===== src/rtl/cache_refill_engine_pkg.sv =====
// ---------------------------------------------------------------------------
// CACHEStruct
// Shared types and constants for the 2-way set-associative data cache and
// its refill engine.
//
// Contents:
//   ADDR_WIDTH / DATA_WIDTH / BANK_NUM  address width, bank word width, banks
//   GRANU_LEN   byte-offset bits inside one bank word
//   OFFSET_LEN  bank-index bits inside one line
//   OFFSET_END  top bit of the in-line byte offset
//   addr_t, offset_t, data_t            basic cache types
//   refill_state_t, beat_t              refill engine FSM and beat counter
//   line_base()                         clears the in-line offset of an address
// ---------------------------------------------------------------------------
package CACHEStruct;

    localparam int ADDR_WIDTH = 64;
    localparam int DATA_WIDTH = 64;
    localparam int BANK_NUM   = 4;

    // One bank word is DATA_WIDTH/8 bytes, one line is BANK_NUM bank words.
    localparam int GRANU_LEN  = $clog2(DATA_WIDTH / 8);
    localparam int OFFSET_LEN = $clog2(BANK_NUM);
    localparam int OFFSET_END = GRANU_LEN + OFFSET_LEN - 1;

    typedef logic [ADDR_WIDTH-1:0]          addr_t;
    typedef logic [OFFSET_LEN-1:0]          offset_t;
    typedef logic [BANK_NUM*DATA_WIDTH-1:0] data_t;

    typedef offset_t beat_t;

    typedef enum logic [1:0] {
        IDLE = 2'd0,
        WB   = 2'd1,
        FILL = 2'd2,
        DONE = 2'd3
    } refill_state_t;

    // Line-aligned base address: every bit at or below OFFSET_END cleared.
    function automatic addr_t line_base(input addr_t addr);
        return addr & ~addr_t'({(OFFSET_END + 1){1'b1}});
    endfunction

endpackage


===== src/rtl/cache_refill_engine.sv =====
// ---------------------------------------------------------------------------
// cache_refill_engine
// Moves whole cache lines between the data cache and the 64-bit memory port.
// A request optionally writes a dirty victim line back (BANK_NUM write beats)
// and optionally reads the missing line (BANK_NUM read beats); the assembled
// line is handed back with a one-cycle response pulse.
//
// Ports:
//   i_clk, i_rst            clock, synchronous active-high reset
//   i_req_valid/o_req_ready request handshake (ready only while idle)
//   i_req_wb, i_req_fill    request flags: write back first / read new line
//   i_wb_addr, i_wb_line    victim line address and data
//   i_fill_addr             missing line address
//   o_resp_valid            one-cycle completion pulse
//   o_resp_data             filled line, valid with o_resp_valid
//   o_mem_req/o_mem_we      beat request, 1 = write beat
//   o_mem_addr/o_mem_wdata  beat address and write data
//   i_mem_ack/i_mem_rdata   beat accepted, read data valid on ack
// ---------------------------------------------------------------------------
module cache_refill_engine
    import CACHEStruct::*;
(
    input  logic                 i_clk,
    input  logic                 i_rst,

    input  logic                 i_req_valid,
    output logic                 o_req_ready,
    input  logic                 i_req_wb,
    input  logic                 i_req_fill,
    input  addr_t                i_wb_addr,
    input  data_t                i_wb_line,
    input  addr_t                i_fill_addr,

    output logic                 o_resp_valid,
    output data_t                o_resp_data,

    output logic                 o_mem_req,
    output logic                 o_mem_we,
    output addr_t                o_mem_addr,
    output logic [DATA_WIDTH-1:0] o_mem_wdata,
    input  logic                 i_mem_ack,
    input  logic [DATA_WIDTH-1:0] i_mem_rdata
);

    refill_state_t r_state;
    refill_state_t w_nextState;

    beat_t r_beat;

    logic  r_doFill;
    addr_t r_wbBase;
    addr_t r_fillBase;
    data_t r_wbLine;
    data_t r_fillBuf;

    logic  w_accept;
    logic  w_beatDone;
    logic  w_lastBeat;
    addr_t w_beatOffset;

    assign w_accept     = i_req_valid && o_req_ready;
    assign w_beatDone   = o_mem_req && i_mem_ack;
    assign w_lastBeat   = (r_beat == beat_t'(BANK_NUM - 1));
    assign w_beatOffset = addr_t'({r_beat, {GRANU_LEN{1'b0}}});

    assign o_resp_data  = r_fillBuf;

    // State register.
    always_ff @(posedge i_clk) begin
        if (i_rst) begin
            r_state <= IDLE;
        end else begin
            r_state <= w_nextState;
        end
    end

    // Next state plus all memory/handshake outputs. The memory outputs depend
    // only on registered state, so req_valid never reaches mem_* in the same
    // cycle and the beat stays stable until it is acked.
    always_comb begin
        w_nextState  = r_state;
        o_req_ready  = 1'b0;
        o_resp_valid = 1'b0;
        o_mem_req    = 1'b0;
        o_mem_we     = 1'b0;
        o_mem_addr   = '0;
        o_mem_wdata  = '0;

        case (r_state)
            IDLE: begin
                o_req_ready = 1'b1;
                if (w_accept) begin
                    if (i_req_wb) begin
                        w_nextState = WB;
                    end else if (i_req_fill) begin
                        w_nextState = FILL;
                    end else begin
                        w_nextState = DONE;
                    end
                end
            end
            WB: begin
                o_mem_req   = 1'b1;
                o_mem_we    = 1'b1;
                o_mem_addr  = r_wbBase | w_beatOffset;
                o_mem_wdata = r_wbLine[r_beat*DATA_WIDTH +: DATA_WIDTH];
                if (w_beatDone && w_lastBeat) begin
                    w_nextState = r_doFill ? FILL : DONE;
                end
            end
            FILL: begin
                o_mem_req  = 1'b1;
                o_mem_addr = r_fillBase | w_beatOffset;
                if (w_beatDone && w_lastBeat) begin
                    w_nextState = DONE;
                end
            end
            DONE: begin
                o_resp_valid = 1'b1;
                w_nextState  = IDLE;
            end
            default: begin
                w_nextState = IDLE;
            end
        endcase
    end

    // Beat counter: restarts at zero whenever the state changes, so the write
    // phase hands over to the read phase at beat 0 without an idle cycle.
    always_ff @(posedge i_clk) begin
        if (i_rst) begin
            r_beat <= '0;
        end else if (w_nextState != r_state) begin
            r_beat <= '0;
        end else if (w_beatDone && !w_lastBeat) begin
            r_beat <= r_beat + beat_t'(1);
        end
    end

    // Request capture. Only the fill flag needs to outlive acceptance; the
    // writeback flag is consumed by the IDLE transition itself.
    always_ff @(posedge i_clk) begin
        if (i_rst) begin
            r_doFill   <= 1'b0;
            r_wbBase   <= '0;
            r_fillBase <= '0;
            r_wbLine   <= '0;
        end else if (w_accept) begin
            r_doFill   <= i_req_fill;
            r_wbBase   <= line_base(i_wb_addr);
            r_fillBase <= line_base(i_fill_addr);
            r_wbLine   <= i_wb_line;
        end
    end

    // Fill buffer: each acked read beat lands in its own bank slot.
    always_ff @(posedge i_clk) begin
        if (i_rst) begin
            r_fillBuf <= '0;
        end else if (r_state == FILL && i_mem_ack) begin
            r_fillBuf[r_beat*DATA_WIDTH +: DATA_WIDTH] <= i_mem_rdata;
        end
    end

endmodule


===== config.mk =====
export PLATFORM = sky130hd
export DESIGN_NAME = cache_refill_engine
export DESIGN_NICKNAME = d
export VERILOG_FILES = /design/src/rtl/cache_refill_engine_pkg.sv /design/src/rtl/cache_refill_engine.sv
export SDC_FILE = /design/constraint.sdc
export NUM_CORES = 1
export LEC_CHECK = 0
export CAP_MARGIN = 20
export CORE_AREA = 2 2 326 328
export DETAILED_ROUTE_END_ITERATION = 10
export DIE_AREA = 0 0 328 330
export PLACE_DENSITY_LB_ADDON = 0.05
export SYNTH_ARGS = -nofsm -noshare
export SYNTH_HDL_FRONTEND = slang
export SYNTH_SLANG_ARGS = --single-unit

===== constraint.sdc =====
create_clock -name i_clk -period 3.33 [get_ports i_clk]
set_input_delay 0.666 -clock i_clk [delete_from_list [all_inputs] [get_ports i_clk]]
set_output_delay 0.666 -clock i_clk [all_outputs]
set_load 0.1 [all_outputs]

# Word-level counts from Yosys, hierarchy flattened
# Index checks and enable logic that the tools add are counted.
[op_classes]
n_mux = 14
addsub = 2
n_eq_ne = 5
n_bitwise = 2
shifts = 3
reduce_logical = 9
[ops]
columns = ["operator", "n"]
rows = [
  ["$bwmux 256", 1],
  ["$shift 64x34->256 const A", 1],
  ["$shiftx 256x9->64", 1],
  ["$shiftx 64x34->256", 1],
  ["$or 64x5->64", 2],
  ["$pmux 64 s2", 1],
  ["$mux 64", 1],
  ["$neg 8->34", 1],
  ["$mux 2", 4],
  ["$pmux 2 s4", 1],
  ["$eq 2x2->1 const B", 3],
  ["$mux 1", 6],
  ["$logic_and 1x1->1", 5],
  ["$reduce_or 2->1", 2],
  ["$add 2x1->2 const B", 1],
  ["$eq 2x1->1 const B", 1],
  ["$logic_not 2->1", 1],
  ["$ne 2x2->1", 1],
  ["$logic_not 1->1", 1],
]
[totals]
input_bits = 454
word_cells = 42
register_bits = 635
output_inout_bits = 388

# Longest topological paths before layout
[logic_depth]
ltp_word = 9
mapped_depth = 10
mapped_depth_nobuf = 6

# Worst setup path after synthesis
# OpenSTA, ideal clock, no wires.
[synth_timing]
path_kind = "register to output"
from = "register r_state[1]"
to = "output port o_mem_addr[10]"
t_arrival_ns = 3.334
t_required_ns = 2.664
path_stages_with_launch = 7
setup_slack_ns = -0.670
path_buffers = 2
path_cell_list = "dfxtp_1 > inv_1 > ha_1 > clkbuf_1 > clkbuf_1 > a22oi_1 > nor2b_1"
[synth_between]
elab_chain_len = 2
elab_cells_between_ends = 3
classes_between = "eq/ne: 2; mux: 1"
[synth_lines]
columns = ["element", "line_no", "source"]
rows = [
  ["start: declaration", "cache_refill_engine.sv:45", "refill_state_t r_state;"],
  ["start signal: assignment", "cache_refill_engine.sv:73", "r_state <= w_nextState;"],
  ["$eq 2x2->1 / $eq 2x1->1 (equally long branches)", "cache_refill_engine.sv:89", "case (r_state)"],
  ["$pmux 64 s2 (*)", "cache_refill_engine.sv:89", ""],
  ["end: declaration", "cache_refill_engine.sv:39", "output addr_t o_mem_addr,"],
]
# Mark *: on every way between the ends. The rest lies on a longest branch, timed or not.

# Worst setup path after layout
[layout_timing]
from = "register r_beat[0] (netlist bit)"
to = "output port o_mem_wdata[4]"
[layout_between]
elab_chain_len = 2
[layout_lines]
columns = ["element", "line_no", "source"]
rows = [
  ["start: declaration", "cache_refill_engine.sv:48", "beat_t r_beat;"],
  ["start signal: assignment", "cache_refill_engine.sv:136", "r_beat <= r_beat + beat_t'(1);"],
  ["$shiftx 256x9->64", "cache_refill_engine.sv:106", "o_mem_wdata = r_wbLine[r_beat*DATA_WIDTH +: DATA_WIDTH];"],
  ["$mux 64", "cache_refill_engine.sv:89", ""],
  ["end: declaration", "cache_refill_engine.sv:40", "output logic [DATA_WIDTH-1:0] o_mem_wdata,"],
]
# No other way between the ends.

==> results.md <==
- The post-synthesis share of cell area spent on and, or, nand and nor gates is 19.3%.
- The worst setup path is launched from a flop.
- Buffers inserted to repair hold after CTS numbered 0.
- The floorplan has 119 rows.
- The y dimension of the die is 330 µm.
- The worst hold path was traced through 2 stages.
- The post-synthesis async set-or-reset flop share is 0%.
- The wire length reported by the detailed router is 109 mm.
- Power comes to 23.3 mW.
- The fraction of layout instances using a drive strength above 1 is 20.6%.
- The signal arrival time at the worst endpoint is 2500 ps.
- Once detailed placement completed, the half-perimeter wirelength came to 75.4 mm.
- The growth of design area from synthesis to finish is 52.9%.
- The average wire length per cell after detail routing is 21.8 µm.
- The relative max-transition margin is 27.2%.
- Power spread over the standard cell area amounts to 614 nW/µm².
- The start point of the critical path is r_beat[0]$_SDFFE_PP0P_.
- Summed over all layers, the global routing overflow is 0.
- The remaining antenna violation count is 0.
- The number of filler instances in the final layout is 10700.
- The type of the tightest min-delay check is in -> reg.
- The overall track demand over capacity in global routing is 19.3%.
- The number of warning messages in the yosys log is 0.
- The analysis attributes to cell leakage a power of 14.1 nW.
- Summing all multi-input logic gate instances after layout gives 11200 µm².
- The routed via count is 23200.
- Timing would allow up to 316 MHz.
- The fraction of the mapped netlist area in adder cells is 0.505%.
- The maximum number of pins on one net before global-route repair is 118.
- The wire length of the first global-routing pass is 157 mm.
- The net total in the final layout is 3997.
- In this run, CTS created clock tree buffers numbering 78.
- Synthesis inferred 635 register bits.
- After layout, the worst path uses 95.0% of the clock period.
- The post-route DRC violation count is 0.
- The number of failing hold endpoints at the final stage is 0.
- The post-synthesis cell count is 2828.
- Data on the critical path is required at its endpoint by 2660 ps.
- The die covers 108000 µm².
- The number of antenna violations at the first check in global routing is 25.
- CTS built an H-tree with a depth of 3.
- In this run, distinct cell masters in the synthesized netlist total 39.
- The flow ran to the end, and the final reports show no timing, DRC or antenna violations.
- CTS placed an instance of sky130_fd_sc_hd__clkbuf_16 at the clock tree root.
- The starting density of the core is 23.7%.
- The start-to-end type of the worst setup path is reg -> out.
- The clock network latency to the later pin of the worst-skew pair is 650 ps.
- The critical path endpoint category is a primary output.
- Summing the areas of all xor and xnor instances in the mapped netlist gives 0.0354% of the synthesized area.
- During placement, the flow inserted port buffers numbering 828.
- The sequential fraction of the synthesis area is 51.3%.
- Sorting the synthesized cells by area gives the leading types as sky130_fd_sc_hd__dfxtp_1 (51%), sky130_fd_sc_hd__nand2_1 (11%), sky130_fd_sc_hd__a22oi_1 (8.9%).
- In the final layout, flip-flops and latches occupy 12700 µm².
- Summed over all instances, the cell type with the most area after synthesis is sky130_fd_sc_hd__dfxtp_1.
- In this run the count of I/O pins placed on the die edge is 842.
- The number of iterations in the first detailed-routing pass is 5.
- The last weighted congestion value of the routability-driven placer is 0.814.
- The most common flop cell mapped by yosys is sky130_fd_sc_hd__dfxtp_1.
- The initial DRC count is 1451.
- The area share of the leading cell type in the synthesized netlist is 51.3%.
- For the worst flop-to-flop path, the logic depth is 8.
- The max-slew violation count is 0.
- In the final timing run, aggregate negative setup slack is 0 ps.
- The final number of setup-violating endpoints is 0.
- The source of the worst register-to-register timing path is r_beat[0]$_SDFFE_PP0P_.
- Counting I/O delays and the setup requirement, the final critical path takes 3160 ps.
- No sink is reached through more buffers than the 3 on the longest clock path.
- The worst setup skew after layout is 19.7 ps.
- The number of enable flip-flop cells after synthesis is 0.
- TritonCTS built the clock tree.
- Summing the areas of all compound-gate instances in the mapped netlist gives 18.0% of the synthesized area.
- The clock sink count is 635.
- At the pin with the least slew margin, the transition time is 1090 ps.
- Setup repair after global routing left no endpoint under its margin.
- The floorplan step defined a core boundary enclosing 105000 µm².
- The worst supply voltage drop on vdd is 374 µV.
- The width of the die is 328 µm.
- The per-cell via count in the routed design is 4.65.
- The average size of a mapped cell is 8.76 µm².
- The reported max-cap violation count is 0.
- The largest fanout on the critical path is 16.
- The via count of the first global-routing pass was 23400.
- The combinational family with the most area after synthesis is simple AND/OR/NAND/NOR gates.
- The combined area of all synthesized cells is 24800 µm².
- Of the post-synthesis cell area, the part taken by muxes is 5.86%.
- The worst hold path begins at i_rst.
- The clock transition at the registers of the reported paths is 60 ps.
## sequential cells by signal, summed over array words and instances (netlist names)
signal / count
r_state: 2
r_fillBase: 59
r_doFill: 1
r_beat: 2
r_wbLine: 256
r_wbBase: 59
o_resp_data: 256
## path summary, 6_finish.rpt
kind	endpoint	slack, ps
setup / recovery	o_mem_wdata[4]	170
hold reg to reg	r_wbLine[213]$_SDFFE_PP0N_	450
setup reg to reg	o_resp_data[172]$_SDFFE_PP0P_	630
hold / removal	r_wbLine[192]$_SDFFE_PP0N_	420
## synthesized netlist by cell type (2+ instances only)
master / count
sky130_fd_sc_hd__o21ai_0: 2
sky130_fd_sc_hd__nand3_1: 7
sky130_fd_sc_hd__buf_6: 18
sky130_fd_sc_hd__nor4_4: 3
sky130_fd_sc_hd__inv_2: 2
sky130_fd_sc_hd__and3_1: 3
sky130_fd_sc_hd__nor2_2: 20
sky130_fd_sc_hd__nand2_1: 752
sky130_fd_sc_hd__mux4_2: 64
sky130_fd_sc_hd__a22oi_1: 292
sky130_fd_sc_hd__nor2b_1: 59
sky130_fd_sc_hd__nor2_1: 237
sky130_fd_sc_hd__a22oi_2: 24
sky130_fd_sc_hd__buf_4: 14
sky130_fd_sc_hd__a21oi_1: 377
sky130_fd_sc_hd__a211oi_1: 2
sky130_fd_sc_hd__inv_1: 4
sky130_fd_sc_hd__buf_2: 51
sky130_fd_sc_hd__and2_1: 65
sky130_fd_sc_hd__clkbuf_1: 161
sky130_fd_sc_hd__ha_1: 10
sky130_fd_sc_hd__buf_1: 9
sky130_fd_sc_hd__dfxtp_1: 635
sky130_fd_sc_hd__o211ai_1: 2
## worst max-delay path, stage by stage, from the launching register on
cell	delay (ps)
sky130_fd_sc_hd__dfxtp_4	640
sky130_fd_sc_hd__buf_4	280
sky130_fd_sc_hd__mux4_2	510
sky130_fd_sc_hd__and2_1	230
sky130_fd_sc_hd__buf_12	190
## layer usage
metal	track usage, %	share of wire [%]
met2	34.1	51
met5	0	0.17
met3	7.03	8.1
met4	5.61	2.4
met1	21.7	39
## cell type report
type,instances,area share (%)
timing repair buffer,876,25.3
inverter,6,0.0595
antenna,9,0.0595
clock inverter,14,0.449
tap,1391,4.59
clock buffer,123,6.29
multi-input combinational,1936,29.6
sequential,635,33.6
## metrics by stage
stage	instance area [µm²]	util, %	setup WS (ps)	std cells	hold slack [ps]
CTS	37900	36.2	18.9	4981	407
global route	37900	36.2	6.11	4989	443
global placement	35300	33.7	527	4843	440
finish	37900	36.2	165	4990	419
detailed placement	35300	33.7	502	4843	446
floorplan	25100	-	-149	2830	433
## layout by cell type (no fill, tap or decap), types with 3 or more instances in the layout
cell type	Yosys	final
sky130_fd_sc_hd__buf_12	0	152
sky130_fd_sc_hd__clkinv_2	0	6
sky130_fd_sc_hd__clkbuf_16	0	80
sky130_fd_sc_hd__nor2b_4	0	30
sky130_fd_sc_hd__clkdlybuf4s50_1	0	442
sky130_fd_sc_hd__a21oi_1	377	377
sky130_fd_sc_hd__ha_1	10	7
sky130_fd_sc_hd__and2_1	65	64
sky130_fd_sc_hd__nor2_1	237	237
sky130_fd_sc_hd__nand3_1	7	3
sky130_fd_sc_hd__a22oi_1	292	292
sky130_fd_sc_hd__inv_1	4	4
sky130_fd_sc_hd__inv_6	0	3
sky130_fd_sc_hd__nor4_4	3	3
sky130_fd_sc_hd__clkbuf_8	0	22
sky130_fd_sc_hd__conb_1	1	3
sky130_fd_sc_hd__nor2_2	20	20
sky130_fd_sc_hd__bufinv_16	0	3
sky130_fd_sc_hd__nor2b_2	0	29
sky130_fd_sc_hd__nand3_4	0	3
sky130_fd_sc_hd__mux4_2	64	64
sky130_fd_sc_hd__dfxtp_1	635	631
sky130_fd_sc_hd__clkbuf_1	161	21
sky130_fd_sc_hd__buf_4	14	281
sky130_fd_sc_hd__nand2_1	752	751
sky130_fd_sc_hd__a22oi_2	24	24
sky130_fd_sc_hd__diode_2	0	9
## power by group
| part | switching [mW] | total [mW] | internal (mW) |
|---|---|---|---|
| sequential | 0.387 | 8.69 | 8.30 |
| clock | 3.40 | 8.53 | 5.12 |
| combinational | 3.81 | 6.03 | 2.23 |
| total | 7.60 | 23.3 | 15.7 |
## timing repair
item / CTS / global route
resized for setup: 1 / 2
endpoints found under the hold margin: 0 / 0
buffers inserted: 1 / 0
gates cloned: 0 / 0
setup endpoints to repair: 58 / 28
## logic make-up after synthesis
logic type / Yosys count
AND/OR/NAND/NOR: 1152
AO/OA/AOI/OAI: 705
adder cells (fa/ha/maj): 10
XOR/XNOR: 1
other: 1
buffers and inverters: 259
multiplexers: 65
flip-flops: 635
Power figures use the tool's default switching activity.
==> patch, RTL diff (same settings) <==
Set the package constant `BANK_NUM` to 2 (it was 4).
--- a/src/rtl/cache_refill_engine_pkg.sv
+++ b/src/rtl/cache_refill_engine_pkg.sv
@@ -18,3 +18,3 @@
     localparam int DATA_WIDTH = 64;
-    localparam int BANK_NUM   = 4;
+    localparam int BANK_NUM   = 2;
 
Interface: changed (resized i_wb_line and o_resp_data); port bits go from 842 to 586. The function was not compared with the original's and may differ.
==> patch against the original RTL <==
  * Wire length down 31%
  * Area after synthesis down 39%
  * Sequential cell count down 255
  * Critical path type unchanged
  * Power down 40%
  * Via count down 35%
  * First-iteration DRC count down 66%
  * Setup slack better by 0.033 ns
  * Final area down 32%
  * Highest routed layer unchanged
  * Final cell count down 22%
==> patch: results (changes against the original RTL) <==
Cells and area
  • Fillers: 11442 (was 10717)
  • Inverters: 2 (was 6)
  • Clock-cell share: 6.727% (was 6.742%)
  • Layout cells sized above 1: 20.86% (was 20.58%)
  • Non-clock buffer count: 614 (was 876)
  • Finished Cell Area: 0.02563 mm² (was 0.03788 mm²)
  • Buffering overhead: 28.39% (was 25.32%)
  • # clk buffers: 80 (was 123)

Worst setup path
  • CP max stage cell: ha_4 (was dfxtp_4)
  • CP top delay family: buffers and inverters (was flip-flops)
  • Slowest cell delay on critical path: 0.41 ns (was 0.64 ns)
  • Worst r2r dst: o_resp_data[40]$_SDFFE_PP0P_ (was o_resp_data[172]$_SDFFE_PP0P_)

Placed design
  • RePlAce Congestion: 0.7319 (was 0.8139)
  • Detailed placement HPWL: 50910 µm (was 75400 µm)
  • Placed cell area: 0.02382 mm² (was 0.03527 mm²)
  • IO Port Bufs: 574 (was 828)

STA
  • Setup Skew: 0.02087 ns (was 0.01969 ns)
  • Slew @ Worst Pin: 0.8280 ns (was 1.092 ns)

Run status
  • Status: finished, final reports clean (unchanged)

Global routing
  • Pin count of the biggest net entering global routing: 112 (was 118)
  • First-pass GRT wire length: 105600 µm (was 157300 µm)
  • Met3 Track Usage GR: 4.588% (was 7.026%)
  • GR Layer Usage met1: 15.05% (was 21.75%)
  • Initial antenna violation count: 19 (was 25)

Power
  • Switching Share: 31.96% (was 32.67%)
  • P_leak: 0.008912 µW (was 0.01406 µW)

Synth
  • Seq/Total Area, Yosys: 50.23% (was 51.33%)
  • Synth top area cells: dfxtp_1 50%, nand2_1 19%, a21oi_1 13% (was dfxtp_1 51%, nand2_1 11%, a22oi_1 8.9%)
  • Post-synthesis compound-gate area fraction: 15.94% (was 18.04%)
  • Post-Synth XOR/XNOR Area: 0.05783% (was 0.03536%)
  • Mux contribution to synthesized area: 4.296% (was 5.860%)
  • Post-synthesis adder-cell area fraction: 0.4131% (was 0.5052%)

Detailed routing
  • Met2 Wirelength: 37590 µm (was 55340 µm)
  • DRT met1 WL: 29710 µm (was 42050 µm)
  • Routed vias/inst: 3.838 (was 4.651)
  • Metal3 WL: 5476 µm (was 8837 µm)

Clock tree
  • Post-CTS Setup Bufs: 2 (was 1)
  • H-Tree Depth: 2 (was 3)

Worst hold path
  • Hold Path Class: reg -> reg (was in -> reg)
  • Hold path start: o_resp_data[33]$_SDFFE_PP0P_ (was i_rst)
[patch: cell types whose count changed after synthesis, moves of 17 or more]
cell,change
a22oi_2,-24
nor2_2,-19
clkbuf_1,-61
a22oi_1,-232
nor2_1,-236
mux4_2,-64
and2_1,-64
dfxtp_1,-255
nor2b_1,+65
mux2i_1,+64
buf_6,-17
[patch: worst max-delay path by stage]
stage / startpoint / endpoint / slack, ns / depth (start not counted)
after floorplan: r_state[1]$_SDFF_PP0_ / o_mem_wdata[13] / -0.06 / 6
after global placement: r_state[1]$_SDFF_PP0_ / o_mem_addr[6] / 0.58 / 6
after detailed placement: r_state[1]$_SDFF_PP0_ / o_mem_addr[6] / 0.60 / 6
after CTS: r_state[0]$_SDFF_PP0_ / o_mem_addr[25] / 0.02 / 5
after global routing: r_state[0]$_SDFF_PP0_ / o_mem_addr[6] / 0.02 / 6
final: r_state[0]$_SDFF_PP0_ / o_mem_addr[6] / 0.20 / 6
[patch: per-stage QoR]
stage	std cells	setup WS (ns)	hold slack (ns)	TNS [ns]
floorplan	1958	-0.06227	0.4357	-0.06227
global placement	3798	0.5838	0.4423	0
detailed placement	3798	0.6011	0.4462	0
CTS	3897	0.01626	0.4541	0
global route	3902	0.02490	0.4664	0
finish	3905	0.1979	0.4517	0
[patch: worst reg2reg max path, delay by kind of cell, from the launching register on]
kind | cells | cell delay [ns]
AOI/OAI and AO/OA | 1 | 0.15
adders and majority gates | 1 | 0.32
buffers and inverters | 3 | 0.74
DFF | 1 | 0.49
and+or+nand+nor | 3 | 0.87
[patch: power groups by stage]
stage	Clock (µW)	Sequential [µW]	Combinational, µW
6_report	5660	5070	3230
3_3_place_gp	0	5170	3280
3_5_place_dp	0	5180	3280
2_1_floorplan	0	5340	1740
5_1_grt	6130	5120	3490
4_1_cts	5970	5080	3320
